===== src/rtl/bus_uart_tx.sv =====
// Memory-mapped 8N1 UART transmitter for the 6502 core bus: a small TX FIFO
// feeds a START/DATA/STOP serialiser whose bit period is DIV+1 clocks.
module bus_uart_tx #(
    parameter logic [15:0] BASE_ADDR  = 16'hF000,
    parameter int unsigned FIFO_DEPTH = 4,
    parameter logic [15:0] DIV_RESET  = 16'd103
) (
    input  logic        clk,
    input  logic        reset,
    input  logic [15:0] addr,
    input  logic        rw,
    input  logic [7:0]  wdata,
    output logic [7:0]  rdata,
    output logic        sel,
    output logic        txd
);
    localparam int unsigned AW = (FIFO_DEPTH > 1) ? $clog2(FIFO_DEPTH) : 1;
    localparam int unsigned CW = AW + 1;

    typedef enum logic [1:0] {IDLE, START, DATA, STOP} state_e;

    state_e        state_q, state_d;
    logic          txd_q, txd_d;
    logic [7:0]    shift_q, shift_d;
    logic [2:0]    bit_idx_q, bit_idx_d;
    logic [15:0]   bit_cnt_q, bit_cnt_d;
    logic [15:0]   div_q, div_d;
    logic          ovf_q, ovf_d;
    logic [AW-1:0] wr_ptr_q, wr_ptr_d, rd_ptr_q, rd_ptr_d;
    logic [CW-1:0] count_q, count_d;
    logic [7:0]    fifo_mem [FIFO_DEPTH];

    logic wr_en, push_req, push_ok, pop, fifo_empty, fifo_full, bit_done, busy;

    assign sel        = (addr[15:2] == BASE_ADDR[15:2]);
    assign wr_en      = sel && !rw;
    assign push_req   = wr_en && (addr[1:0] == 2'd0);
    assign fifo_empty = (count_q == '0);
    assign fifo_full  = (count_q == CW'(FIFO_DEPTH));
    // A pop on the same edge frees the slot the push lands in.
    assign push_ok    = push_req && (!fifo_full || pop);
    assign bit_done   = (bit_cnt_q == 16'd0);
    assign busy       = (state_q != IDLE);
    assign txd        = txd_q;

    always_comb begin
        // NOTE: every output gets a default first so no latch is inferred.
        rdata = 8'h00;
        if (sel) begin
            case (addr[1:0])
                2'd0:    rdata = 8'(count_q);
                2'd1:    rdata = {4'b0000, ovf_q, fifo_empty, fifo_full, busy};
                2'd2:    rdata = div_q[7:0];
                default: rdata = div_q[15:8];
            endcase
        end
    end

    always_comb begin
        div_d = div_q;
        ovf_d = ovf_q;
        if (wr_en && addr[1:0] == 2'd1) ovf_d = 1'b0;
        if (push_req && fifo_full && !pop) ovf_d = 1'b1;
        if (wr_en && addr[1:0] == 2'd2) div_d[7:0]  = wdata;
        if (wr_en && addr[1:0] == 2'd3) div_d[15:8] = wdata;
    end

    always_comb begin
        wr_ptr_d = wr_ptr_q;
        rd_ptr_d = rd_ptr_q;
        count_d  = count_q;
        if (push_ok) wr_ptr_d = wr_ptr_q + AW'(1);
        if (pop)     rd_ptr_d = rd_ptr_q + AW'(1);
        case ({push_ok, pop})
            2'b10:   count_d = count_q + CW'(1);
            2'b01:   count_d = count_q - CW'(1);
            default: count_d = count_q;
        endcase
    end

    always_comb begin
        state_d   = state_q;
        txd_d     = txd_q;
        shift_d   = shift_q;
        bit_idx_d = bit_idx_q;
        bit_cnt_d = bit_done ? div_q : bit_cnt_q - 16'd1;
        pop       = 1'b0;
        case (state_q)
            IDLE: begin
                txd_d     = 1'b1;
                bit_cnt_d = div_q;
                if (!fifo_empty) begin
                    pop     = 1'b1;
                    shift_d = fifo_mem[rd_ptr_q];
                    state_d = START;
                    txd_d   = 1'b0;
                end
            end
            START: begin
                if (bit_done) begin
                    state_d   = DATA;
                    bit_idx_d = 3'd0;
                    txd_d     = shift_q[0];
                    shift_d   = {1'b0, shift_q[7:1]};
                end
            end
            DATA: begin
                if (bit_done) begin
                    if (bit_idx_q == 3'd7) begin
                        state_d = STOP;
                        txd_d   = 1'b1;
                    end else begin
                        bit_idx_d = bit_idx_q + 3'd1;
                        txd_d     = shift_q[0];
                        shift_d   = {1'b0, shift_q[7:1]};
                    end
                end
            end
            STOP: begin
                if (bit_done) begin
                    if (!fifo_empty) begin
                        pop     = 1'b1;
                        shift_d = fifo_mem[rd_ptr_q];
                        state_d = START;
                        txd_d   = 1'b0;
                    end else begin
                        state_d = IDLE;
                        txd_d   = 1'b1;
                    end
                end
            end
            default: state_d = IDLE;
        endcase
    end

    // NOTE: FIFO storage is not reset; count and pointers define which entries are valid.
    always_ff @(posedge clk) begin
        if (push_ok) fifo_mem[wr_ptr_q] <= wdata;
    end

    // NOTE: state uses non-blocking assignments so all flops update together.
    always_ff @(posedge clk) begin
        if (reset) begin
            state_q   <= IDLE;
            txd_q     <= 1'b1;
            shift_q   <= 8'h00;
            bit_idx_q <= 3'd0;
            bit_cnt_q <= 16'd0;
            div_q     <= DIV_RESET;
            ovf_q     <= 1'b0;
            wr_ptr_q  <= '0;
            rd_ptr_q  <= '0;
            count_q   <= '0;
        end else begin
            state_q   <= state_d;
            txd_q     <= txd_d;
            shift_q   <= shift_d;
            bit_idx_q <= bit_idx_d;
            bit_cnt_q <= bit_cnt_d;
            div_q     <= div_d;
            ovf_q     <= ovf_d;
            wr_ptr_q  <= wr_ptr_d;
            rd_ptr_q  <= rd_ptr_d;
            count_q   <= count_d;
        end
    end
endmodule


===== config.mk =====
export PLATFORM = sky130hd
export DESIGN_NAME = bus_uart_tx
export DESIGN_NICKNAME = d
export VERILOG_FILES = /design/src/rtl/bus_uart_tx.sv
export SDC_FILE = /design/constraint.sdc
export NUM_CORES = 1
export LEC_CHECK = 0
export ABC_AREA = 1
export CAP_MARGIN = 10
export CORE_AREA = 2 2 98 100
export CTS_BUF_LIST = sky130_fd_sc_hd__clkbuf_4 sky130_fd_sc_hd__clkbuf_8
export CTS_CLUSTER_SIZE = 14
export DETAILED_ROUTE_END_ITERATION = 10
export DIE_AREA = 0 0 100 102
export MAX_ROUTING_LAYER = met4
export PLACE_DENSITY = 0.81
export SLEW_MARGIN = 10
export SYNTH_ARGS = -nofsm -noshare
export SYNTH_HDL_FRONTEND = slang
export SYNTH_SLANG_ARGS = --single-unit

===== constraint.sdc =====
create_clock -name clk -period 2.1 [get_ports clk]
set_input_delay 0.525 -clock clk [delete_from_list [all_inputs] [get_ports clk]]
set_output_delay 0.525 -clock clk [all_outputs]
set_load 0.02 [all_outputs]

==> impl_metrics.xml, run 1 <==
<?xml version="1.0" encoding="UTF-8"?>
<metrics>
  <group name="status">
    <metric name="outcome" unit="">finished clean</metric>
  </group>
  <group name="hold_path">
    <metric name="hp-class" unit="">flip-flop to flip-flop</metric>
    <metric name="min_to" unit="">bit_cnt_q[0]$_SDFF_PP0_</metric>
    <metric name="worstHoldPathCells" unit="">1</metric>
    <metric name="hold_start" unit="">bit_cnt_q[0]$_SDFF_PP0_</metric>
  </group>
  <group name="clocking">
    <metric name="ctsHtreeMaxLevel" unit="">3</metric>
    <metric name="hold_buffer_count_at_cts" unit="">0</metric>
    <metric name="tritoncts_num_sinks" unit="">88</metric>
    <metric name="total_clock_buffers_created_by_cts" unit="">9</metric>
    <metric name="cts_tree" unit="">done</metric>
    <metric name="clk_root_buffer_cell" unit="">sky130_fd_sc_hd__clkbuf_8</metric>
    <metric name="cts.path.max_buffers" unit="">2</metric>
    <metric name="clk_pin_slew_worst_paths" unit="ps">90</metric>
    <metric name="clk-insertion-delay-late" unit="ps">370</metric>
  </group>
  <group name="worst_setup_path">
    <metric name="worst-endpoint-arrival" unit="ps">1540</metric>
    <metric name="critical-path-slowest-cell" unit="">sky130_fd_sc_hd__dfxtp_4</metric>
    <metric name="reg2reg_depth" unit="">8</metric>
    <metric name="worst_setup_path_end_kind" unit="">output pin</metric>
    <metric name="reg2reg_from" unit="">state_q[0]$_SDFFE_PP0P_</metric>
    <metric name="crit_path_max_fanout" unit="">4</metric>
    <metric name="worst_ep_required_time" unit="ps">1570</metric>
    <metric name="crit_path_start_kind" unit="">flip-flop</metric>
    <metric name="rr_endpoint" unit="">shift_q[3]$_SDFFE_PP0P_</metric>
    <metric name="ff2ff_setup_slack" unit="ps">80</metric>
    <metric name="slowest_delay" unit="ps">370</metric>
    <metric name="crit_chain" unit="">inv_1 -&gt; ha_2 -&gt; o22ai_2 -&gt; a211oi_2 -&gt; nor2_2 -&gt; buf_6</metric>
    <metric name="critical_path_class" unit="">flip-flop to output pin</metric>
  </group>
  <group name="yosys">
    <metric name="ys_ff_latch" unit="">88</metric>
    <metric name="synth_simple_gate_area_share" unit="%">20.3</metric>
    <metric name="seq_area_frac_synth" unit="%">48.6</metric>
    <metric name="fraction_of_the_mapped_netlist_area_in_compound_gates" unit="%">18.9</metric>
    <metric name="synth.avg_cell_area" unit="sq um">8.42</metric>
    <metric name="muxShareOfSynthArea" unit="%">0</metric>
    <metric name="number_of_warning_messages_in_the_yosys_log" unit="">0</metric>
    <metric name="synth.lib_cells_used.distinct" unit="">44</metric>
    <metric name="syn_area" unit="sq um">4290</metric>
    <metric name="synthAdderAreaFrac" unit="%">3.68</metric>
    <metric name="synthesis.instances" unit="">509</metric>
    <metric name="synth_fp_nets" unit="">548</metric>
    <metric name="synth-xor-area-share" unit="%">1.02</metric>
    <metric name="largest_family_of_logic_cells_by_synthesized_area" unit="">simple AND/OR/NAND/NOR gates</metric>
  </group>
  <group name="timing">
    <metric name="maxSlewViolCount" unit="">0</metric>
    <metric name="grt_setup_unrepaired" unit="">true</metric>
    <metric name="slew_headroom" unit="%">63.9</metric>
    <metric name="timing.final.hold_violations" unit="">0</metric>
    <metric name="max_clock_freq" unit="GHz">0.484</metric>
    <metric name="clock_skew" unit="ps">10.0</metric>
    <metric name="finalSetupViolCount" unit="">0</metric>
    <metric name="final.setup.worst_slack" unit="ps">33.4</metric>
    <metric name="tightestPinTransition" unit="ps">541</metric>
    <metric name="min_period_over_period" unit="%">98.4</metric>
    <metric name="final.min_clock_period" unit="ps">2070</metric>
  </group>
  <group name="floorplan">
    <metric name="initial_utilization" unit="%">47.1</metric>
    <metric name="top_level_ports" unit="">37</metric>
    <metric name="width_of_the_die" unit="um">100</metric>
    <metric name="die-area" unit="sq um">10200</metric>
    <metric name="num_rows" unit="">35</metric>
    <metric name="coreArea" unit="sq um">9110</metric>
    <metric name="floorplan.die.height" unit="um">102</metric>
  </group>
  <group name="layout">
    <metric name="multiInputGateArea" unit="sq um">1990</metric>
    <metric name="n_fill_cell" unit="">764</metric>
    <metric name="drive_gt1_share" unit="%">24.2</metric>
    <metric name="n_antenna_cell" unit="">0</metric>
    <metric name="synthToLayoutAreaGrowth" unit="%">22.7</metric>
    <metric name="nNetsFinal" unit="">626</metric>
    <metric name="regArea" unit="sq um">2090</metric>
  </group>
  <group name="power">
    <metric name="power.density" unit="nW/um^2">1130</metric>
    <metric name="power_frac_seq" unit="%">36.7</metric>
    <metric name="clockPowerShare" unit="%">18.1</metric>
    <metric name="leakagePower" unit="uW">0.00218</metric>
    <metric name="cellInternalPower" unit="uW">3500</metric>
    <metric name="power.share.combinational" unit="%">45.2</metric>
    <metric name="netSwitchingFraction" unit="%">40.9</metric>
    <metric name="total_power" unit="uW">5920</metric>
    <metric name="ir_drop" unit="mV">0.473</metric>
    <metric name="switchingPower" unit="uW">2420</metric>
  </group>
  <group name="flow_run">
    <metric name="timing.max_cap.violations" unit="">0</metric>
  </group>
  <group name="route">
    <metric name="route.vias.total" unit="">3735</metric>
    <metric name="route.detailed.drc" unit="">0</metric>
    <metric name="total_wire_length_after_detailed_routing" unit="um">9990</metric>
    <metric name="detailedRoute.firstPassIterationCount" unit="">5</metric>
    <metric name="drt_iter0_markers" unit="">158</metric>
    <metric name="via_per_inst" unit="">5.31</metric>
    <metric name="drt-wirelength-per-cell" unit="um">14.2</metric>
    <metric name="post_drt_antenna_nets" unit="">0</metric>
  </group>
  <group name="global_route">
    <metric name="maximum_number_of_pins_on_one_net_before_global_route_repair" unit="">48</metric>
    <metric name="number_of_antenna_violations_at_the_first_check_in_global_routing" unit="">0</metric>
    <metric name="global_route_wire_length_before_repair" unit="um">16200</metric>
    <metric name="track_usage" unit="%">20.8</metric>
    <metric name="via_count_of_the_first_global_routing_pass" unit="">3628</metric>
    <metric name="grt-ovfl-total" unit="">0</metric>
  </group>
  <group name="place">
    <metric name="place_hpwl" unit="um">7090</metric>
    <metric name="placement.io_buffers" unit="">36</metric>
    <metric name="place_ws" unit="ps">-915</metric>
    <metric name="final_wtd_congestion" unit="">0.881</metric>
  </group>
</metrics>
==> registers in the layout, indices dropped and copies added (netlist names), named ones only <==
name,flops
count_q,3
bit_idx_q,3
fifo_mem,32
shift_q,8
txd,1
rd_ptr_q,2
wr_ptr_q,2
ovf_q,1
state_q,2
div_q,16
bit_cnt_q,16
==> cell type report <==
class | count | area share [%]
clock inverters | 6 | 0.857
clock buffers | 10 | 2.50
flip-flops and latches | 88 | 39.7
multi-input cells | 345 | 37.8
inverters | 61 | 4.40
repair buffers | 82 | 12.1
well taps | 111 | 2.64
==> power groups by stage <==
stage	registers (uW)	clock network, uW	logic, uW
6_report	2170	1070	2670
3_3_place_gp	2180	0	2370
5_1_grt	2200	1130	2980
2_1_floorplan	2160	0	1860
3_5_place_dp	2190	0	2490
4_1_cts	2150	1080	2510
==> critical path, delay by kind of cell, from the launching register on <==
| kind | cells | cell delay (ps) |
|---|---|---|
| DFF | 1 | 370 |
| AOI/OAI and AO/OA | 2 | 280 |
| buffers and inverters | 2 | 230 |
| adders and majority gates | 1 | 220 |
| and+or+nand+nor | 1 | 80 |
==> per-stage QoR <==
step           util, %  TNS (ps)  hold slack [ps]  instances  cell area, sq um
2_1_floorplan        -     -8.81              406        509              4300
3_3_place_gp      55.1    -14770              417        681              5020
3_5_place_dp      55.1    -16990              420        681              5020
4_1_cts           57.3     -1.74              433        699              5220
5_1_grt           57.7      -104              467        703              5260
6_report          57.7         0              431        703              5260
==> synth_stat cells, drive strengths merged <==
master,count,area [sq um]
clkbuf,8,41.3
xor2,3,26.3
a311oi,1,15.0
o21a,1,7.51
xnor2,2,17.5
fa,1,20.0
edfxtp,32,961
a21boi,1,7.51
nor3,4,31.3
buf,7,52.5
o22ai,2,12.5
a211oi,1,7.51
a31oi,6,37.5
dfxtp,56,1120
nand4,2,12.5
ha,11,138
nand3,16,118
and3,1,6.26
inv,61,229
a21oi,49,260
nor2,81,367
o21ai,76,399
a221oi,1,8.76
o211ai,6,45.0
a2bb2oi,1,8.76
or2,5,31.3
nand2,74,305
==> cells in the final DEF (no fill, tap or decap), types with 2 or more instances in the layout <==
master                            count
sky130_fd_sc_hd__a21oi_1             46
sky130_fd_sc_hd__a21oi_2              2
sky130_fd_sc_hd__a31oi_1              4
sky130_fd_sc_hd__a31oi_2              2
sky130_fd_sc_hd__buf_2                3
sky130_fd_sc_hd__buf_4               49
sky130_fd_sc_hd__buf_6                3
sky130_fd_sc_hd__clkbuf_2            12
sky130_fd_sc_hd__clkbuf_8             9
sky130_fd_sc_hd__clkdlybuf4s15_1      2
sky130_fd_sc_hd__clkdlybuf4s50_1     11
sky130_fd_sc_hd__clkinvlp_4           2
sky130_fd_sc_hd__dfxtp_1             54
sky130_fd_sc_hd__edfxtp_1            32
sky130_fd_sc_hd__ha_1                 8
sky130_fd_sc_hd__ha_4                 2
sky130_fd_sc_hd__inv_1               56
sky130_fd_sc_hd__inv_2                4
sky130_fd_sc_hd__nand2_1             65
sky130_fd_sc_hd__nand2_2              6
sky130_fd_sc_hd__nand2_4              3
sky130_fd_sc_hd__nand3_1             13
sky130_fd_sc_hd__nand3_4              3
sky130_fd_sc_hd__nand4_1              2
sky130_fd_sc_hd__nor2_1              65
sky130_fd_sc_hd__nor2_2               7
sky130_fd_sc_hd__nor2_4               9
sky130_fd_sc_hd__nor3_1               3
sky130_fd_sc_hd__o211ai_1             6
sky130_fd_sc_hd__o21ai_0             63
sky130_fd_sc_hd__o21ai_1              9
sky130_fd_sc_hd__o21ai_2              3
sky130_fd_sc_hd__or2_2                4
sky130_fd_sc_hd__xnor2_1              2
sky130_fd_sc_hd__xor2_1               3
==> worst max-delay path by stage <==
stage                                        from       end  slack (ps)  depth (start not counted)
after floorplan                           addr[3]  rdata[2]          -9                          6
after global placement                    addr[1]  rdata[3]        -870                          6
after detailed placement                  addr[1]  rdata[3]        -920                          6
after CTS                                 addr[0]  rdata[0]          -2                          8
after global routing      state_q[0]$_SDFFE_PP0P_  rdata[0]         -50                          6
final                     state_q[0]$_SDFFE_PP0P_  rdata[0]          30                          6
==> layer usage <==
| layer | GRT usage [%] | routed length (um) | vias to the layer above |
|---|---|---|---|
| li1 | - | - | 1850 |
| met1 | 23.6 | 4190 | 1751 |
| met2 | 36.0 | 5110 | 112 |
| met3 | 3.63 | 458 | 22 |
| met4 | 9.48 | 235 | 0 |
| met5 | - | 0 | - |
==> logic make-up after synthesis <==
| group | after synthesis |
|---|---|
| and+or+nand+nor | 183 |
| buffers and inverters | 76 |
| adders and majority gates | 12 |
| DFF | 88 |
| xor gates and xnor gates | 5 |
| AOI/OAI and AO/OA | 145 |
==> timing repair <==
item / in CTS / in global routing
buffers inserted: 2 / 4
pin swaps: 13 / 17
endpoints found under the setup margin: 9 / 37
gates resized for setup: 85 / 39
No activity file was read; power rests on OpenSTA's default activity.
==> inputs of run 2 (changes only) <==
--- a/config.mk
+++ b/config.mk
@@ -14,6 +14,7 @@
 export DIE_AREA = 0 0 100 102
 export MAX_ROUTING_LAYER = met4
 export PLACE_DENSITY = 0.81
+export SETUP_SLACK_MARGIN = 0.05
 export SLEW_MARGIN = 10
 export SYNTH_ARGS = -nofsm -noshare
 export SYNTH_HDL_FRONTEND = slang
==> impl_metrics.xml, run 2 (same netlist as run 1, synthesis figures left out) <==
<?xml version="1.0" encoding="UTF-8"?>
<metrics>
  <group name="route">
    <metric name="route.detailed.drc" unit="">0</metric>
    <metric name="post_drt_antenna_nets" unit="">0</metric>
    <metric name="drt-wirelength-per-cell" unit="um">15.0</metric>
    <metric name="detailedRoute.firstPassIterationCount" unit="">5</metric>
    <metric name="total_wire_length_after_detailed_routing" unit="um">10500</metric>
    <metric name="route.vias.total" unit="">3806</metric>
    <metric name="via_per_inst" unit="">5.40</metric>
    <metric name="drt_iter0_markers" unit="">266</metric>
  </group>
  <group name="worst_setup_path">
    <metric name="crit_chain" unit="">buf_6 -&gt; or2_4 -&gt; nor2_4 -&gt; nand2_4 -&gt; buf_6 -&gt; a31oi_1 -&gt; buf_4</metric>
    <metric name="critical-path-slowest-cell" unit="">sky130_fd_sc_hd__or2_4</metric>
    <metric name="worst_setup_path_end_kind" unit="">output pin</metric>
    <metric name="slowest_delay" unit="ps">240</metric>
    <metric name="crit_path_max_fanout" unit="">5</metric>
    <metric name="crit_path_start_kind" unit="">input pin</metric>
    <metric name="worst-endpoint-arrival" unit="ps">1530</metric>
    <metric name="timing.critical_path.mode_cell" unit="">sky130_fd_sc_hd__buf_6</metric>
    <metric name="worst_ep_required_time" unit="ps">1570</metric>
    <metric name="critical_path_class" unit="">input pin to output pin</metric>
  </group>
  <group name="clocking">
    <metric name="clk_root_buffer_cell" unit="">sky130_fd_sc_hd__clkbuf_8</metric>
    <metric name="cts.path.max_buffers" unit="">2</metric>
    <metric name="tritoncts_num_sinks" unit="">88</metric>
    <metric name="total_clock_buffers_created_by_cts" unit="">9</metric>
    <metric name="clk_pin_slew_worst_paths" unit="ps">90</metric>
    <metric name="clk-insertion-delay-late" unit="ps">370</metric>
    <metric name="cts_tree" unit="">done</metric>
    <metric name="ctsHtreeMaxLevel" unit="">3</metric>
  </group>
  <group name="place">
    <metric name="placement.io_buffers" unit="">36</metric>
    <metric name="place_hpwl" unit="um">7460</metric>
    <metric name="final_wtd_congestion" unit="">0.861</metric>
  </group>
  <group name="floorplan">
    <metric name="width_of_the_die" unit="um">100</metric>
    <metric name="initial_utilization" unit="%">47.1</metric>
    <metric name="coreArea" unit="sq um">9110</metric>
    <metric name="num_rows" unit="">35</metric>
    <metric name="floorplan.die.height" unit="um">102</metric>
    <metric name="top_level_ports" unit="">37</metric>
    <metric name="die-area" unit="sq um">10200</metric>
  </group>
  <group name="power">
    <metric name="leakagePower" unit="uW">0.00222</metric>
    <metric name="ir_drop" unit="mV">0.542</metric>
    <metric name="total_power" unit="uW">6360</metric>
    <metric name="power.density" unit="nW/um^2">1180</metric>
  </group>
  <group name="timing">
    <metric name="finalSetupTns" unit="ps">0</metric>
    <metric name="final.min_clock_period" unit="ps">2050</metric>
    <metric name="grt_setup_unrepaired" unit="">true</metric>
    <metric name="min_period_over_period" unit="%">97.7</metric>
    <metric name="final.hold.worst_slack" unit="ps">450</metric>
    <metric name="maxSlewViolCount" unit="">0</metric>
    <metric name="clock_skew" unit="ps">8.97</metric>
    <metric name="timing.final.hold_violations" unit="">0</metric>
    <metric name="tightestPinTransition" unit="ps">513</metric>
    <metric name="max_clock_freq" unit="GHz">0.487</metric>
    <metric name="slew_headroom" unit="%">65.8</metric>
    <metric name="finalSetupViolCount" unit="">0</metric>
  </group>
  <group name="layout">
    <metric name="multiInputGateArea" unit="sq um">2060</metric>
    <metric name="leading_cell_types_in_the_layout_fill_and_taps_excluded" unit="">64 x sky130_fd_sc_hd__o21ai_0, 63 x sky130_fd_sc_hd__nor2_1, 63 x sky130_fd_sc_hd__nand2_1</metric>
    <metric name="final_core_utilization" unit="%">59.1</metric>
    <metric name="regArea" unit="sq um">2090</metric>
    <metric name="n_fill_cell" unit="">753</metric>
    <metric name="synthToLayoutAreaGrowth" unit="%">25.7</metric>
    <metric name="nNetsFinal" unit="">628</metric>
    <metric name="reg_top3" unit="">fifo_mem: 32 flops, bit_cnt_q: 16 flops, div_q: 16 flops</metric>
    <metric name="n_antenna_cell" unit="">0</metric>
    <metric name="drive_gt1_share" unit="%">27.9</metric>
    <metric name="largest_reg_flops" unit="">32</metric>
    <metric name="registers.top_by_ff_count" unit="">fifo_mem</metric>
    <metric name="layout.cells.most_common" unit="">sky130_fd_sc_hd__o21ai_0</metric>
  </group>
  <group name="global_route">
    <metric name="via_count_of_the_first_global_routing_pass" unit="">3732</metric>
    <metric name="track_usage" unit="%">22.1</metric>
    <metric name="maximum_number_of_pins_on_one_net_before_global_route_repair" unit="">48</metric>
    <metric name="grt-ovfl-total" unit="">0</metric>
    <metric name="global_route_wire_length_before_repair" unit="um">17200</metric>
    <metric name="number_of_antenna_violations_at_the_first_check_in_global_routing" unit="">0</metric>
  </group>
  <group name="status">
    <metric name="outcome" unit="">finished clean</metric>
  </group>
  <group name="flow_run">
    <metric name="timing.max_cap.violations" unit="">0</metric>
  </group>
  <group name="hold_path">
    <metric name="hp-class" unit="">flip-flop to flip-flop</metric>
  </group>
</metrics>
run 2: final timing paths:
kind | start | to | slack, ps | depth (start not counted)
min | bit_cnt_q[0]$_SDFF_PP0_ | bit_cnt_q[0]$_SDFF_PP0_ | 450 | 1
min reg2reg | bit_cnt_q[0]$_SDFF_PP0_ | bit_cnt_q[0]$_SDFF_PP0_ | 450 | 1
max | addr[3] | rdata[3] | 50 | 7
max reg2reg | state_q[0]$_SDFFE_PP0P_ | count_q[2]$_SDFFE_PP0P_ | 90 | 11
run 2: cell type report:
class	count	area share [%]
flip-flops and latches	88	38.9
multi-input cells	345	38.2
repair buffers	84	12.2
inverters	61	4.34
well taps	111	2.58
clock buffers	10	2.44
clock inverters	6	1.37
run 2: worst max-delay path: cells and delay by family:
family | cells | cell delay [ps]
buffers and inverters | 3 | 390
AOI/OAI and AO/OA | 1 | 140
and+or+nand+nor | 3 | 460
run 2: repair_timing:
| item | in CTS | in global routing |
|---|---|---|
| endpoints found under the setup margin | 35 | 25 |
| buffers inserted | 3 | 9 |
| pin swaps | 14 | 29 |
| resized for setup | 100 | 57 |
| hold buffers | 0 | 0 |
run 2: routing by layer:
layer / vias to the layer above / wire [um] / track usage [%]
met4: 0 / 270 / 8.01
met1: 1802 / 4310 / 25.1
met5: - / 0 / -
met2: 115 / 5480 / 39.2
met3: 28 / 482 / 3.97
li1: 1861 / - / -
run 2: power by group:
part | internal (uW) | total, uW | switching (uW)
clock | 583 | 1230 | 649
sequential | 2010 | 2210 | 209
combinational | 1210 | 2910 | 1700
run 2: through the flow:
step / cells / setup slack, ps / cell area [sq um]
after CTS: 697 / 38.8 / 5230
after floorplan: 509 / 22.3 / 4310
final: 705 / 48.5 / 5390
after global placement: 678 / -790 / 5000
after global routing: 705 / -9.96 / 5390
after detailed placement: 678 / -813 / 5000
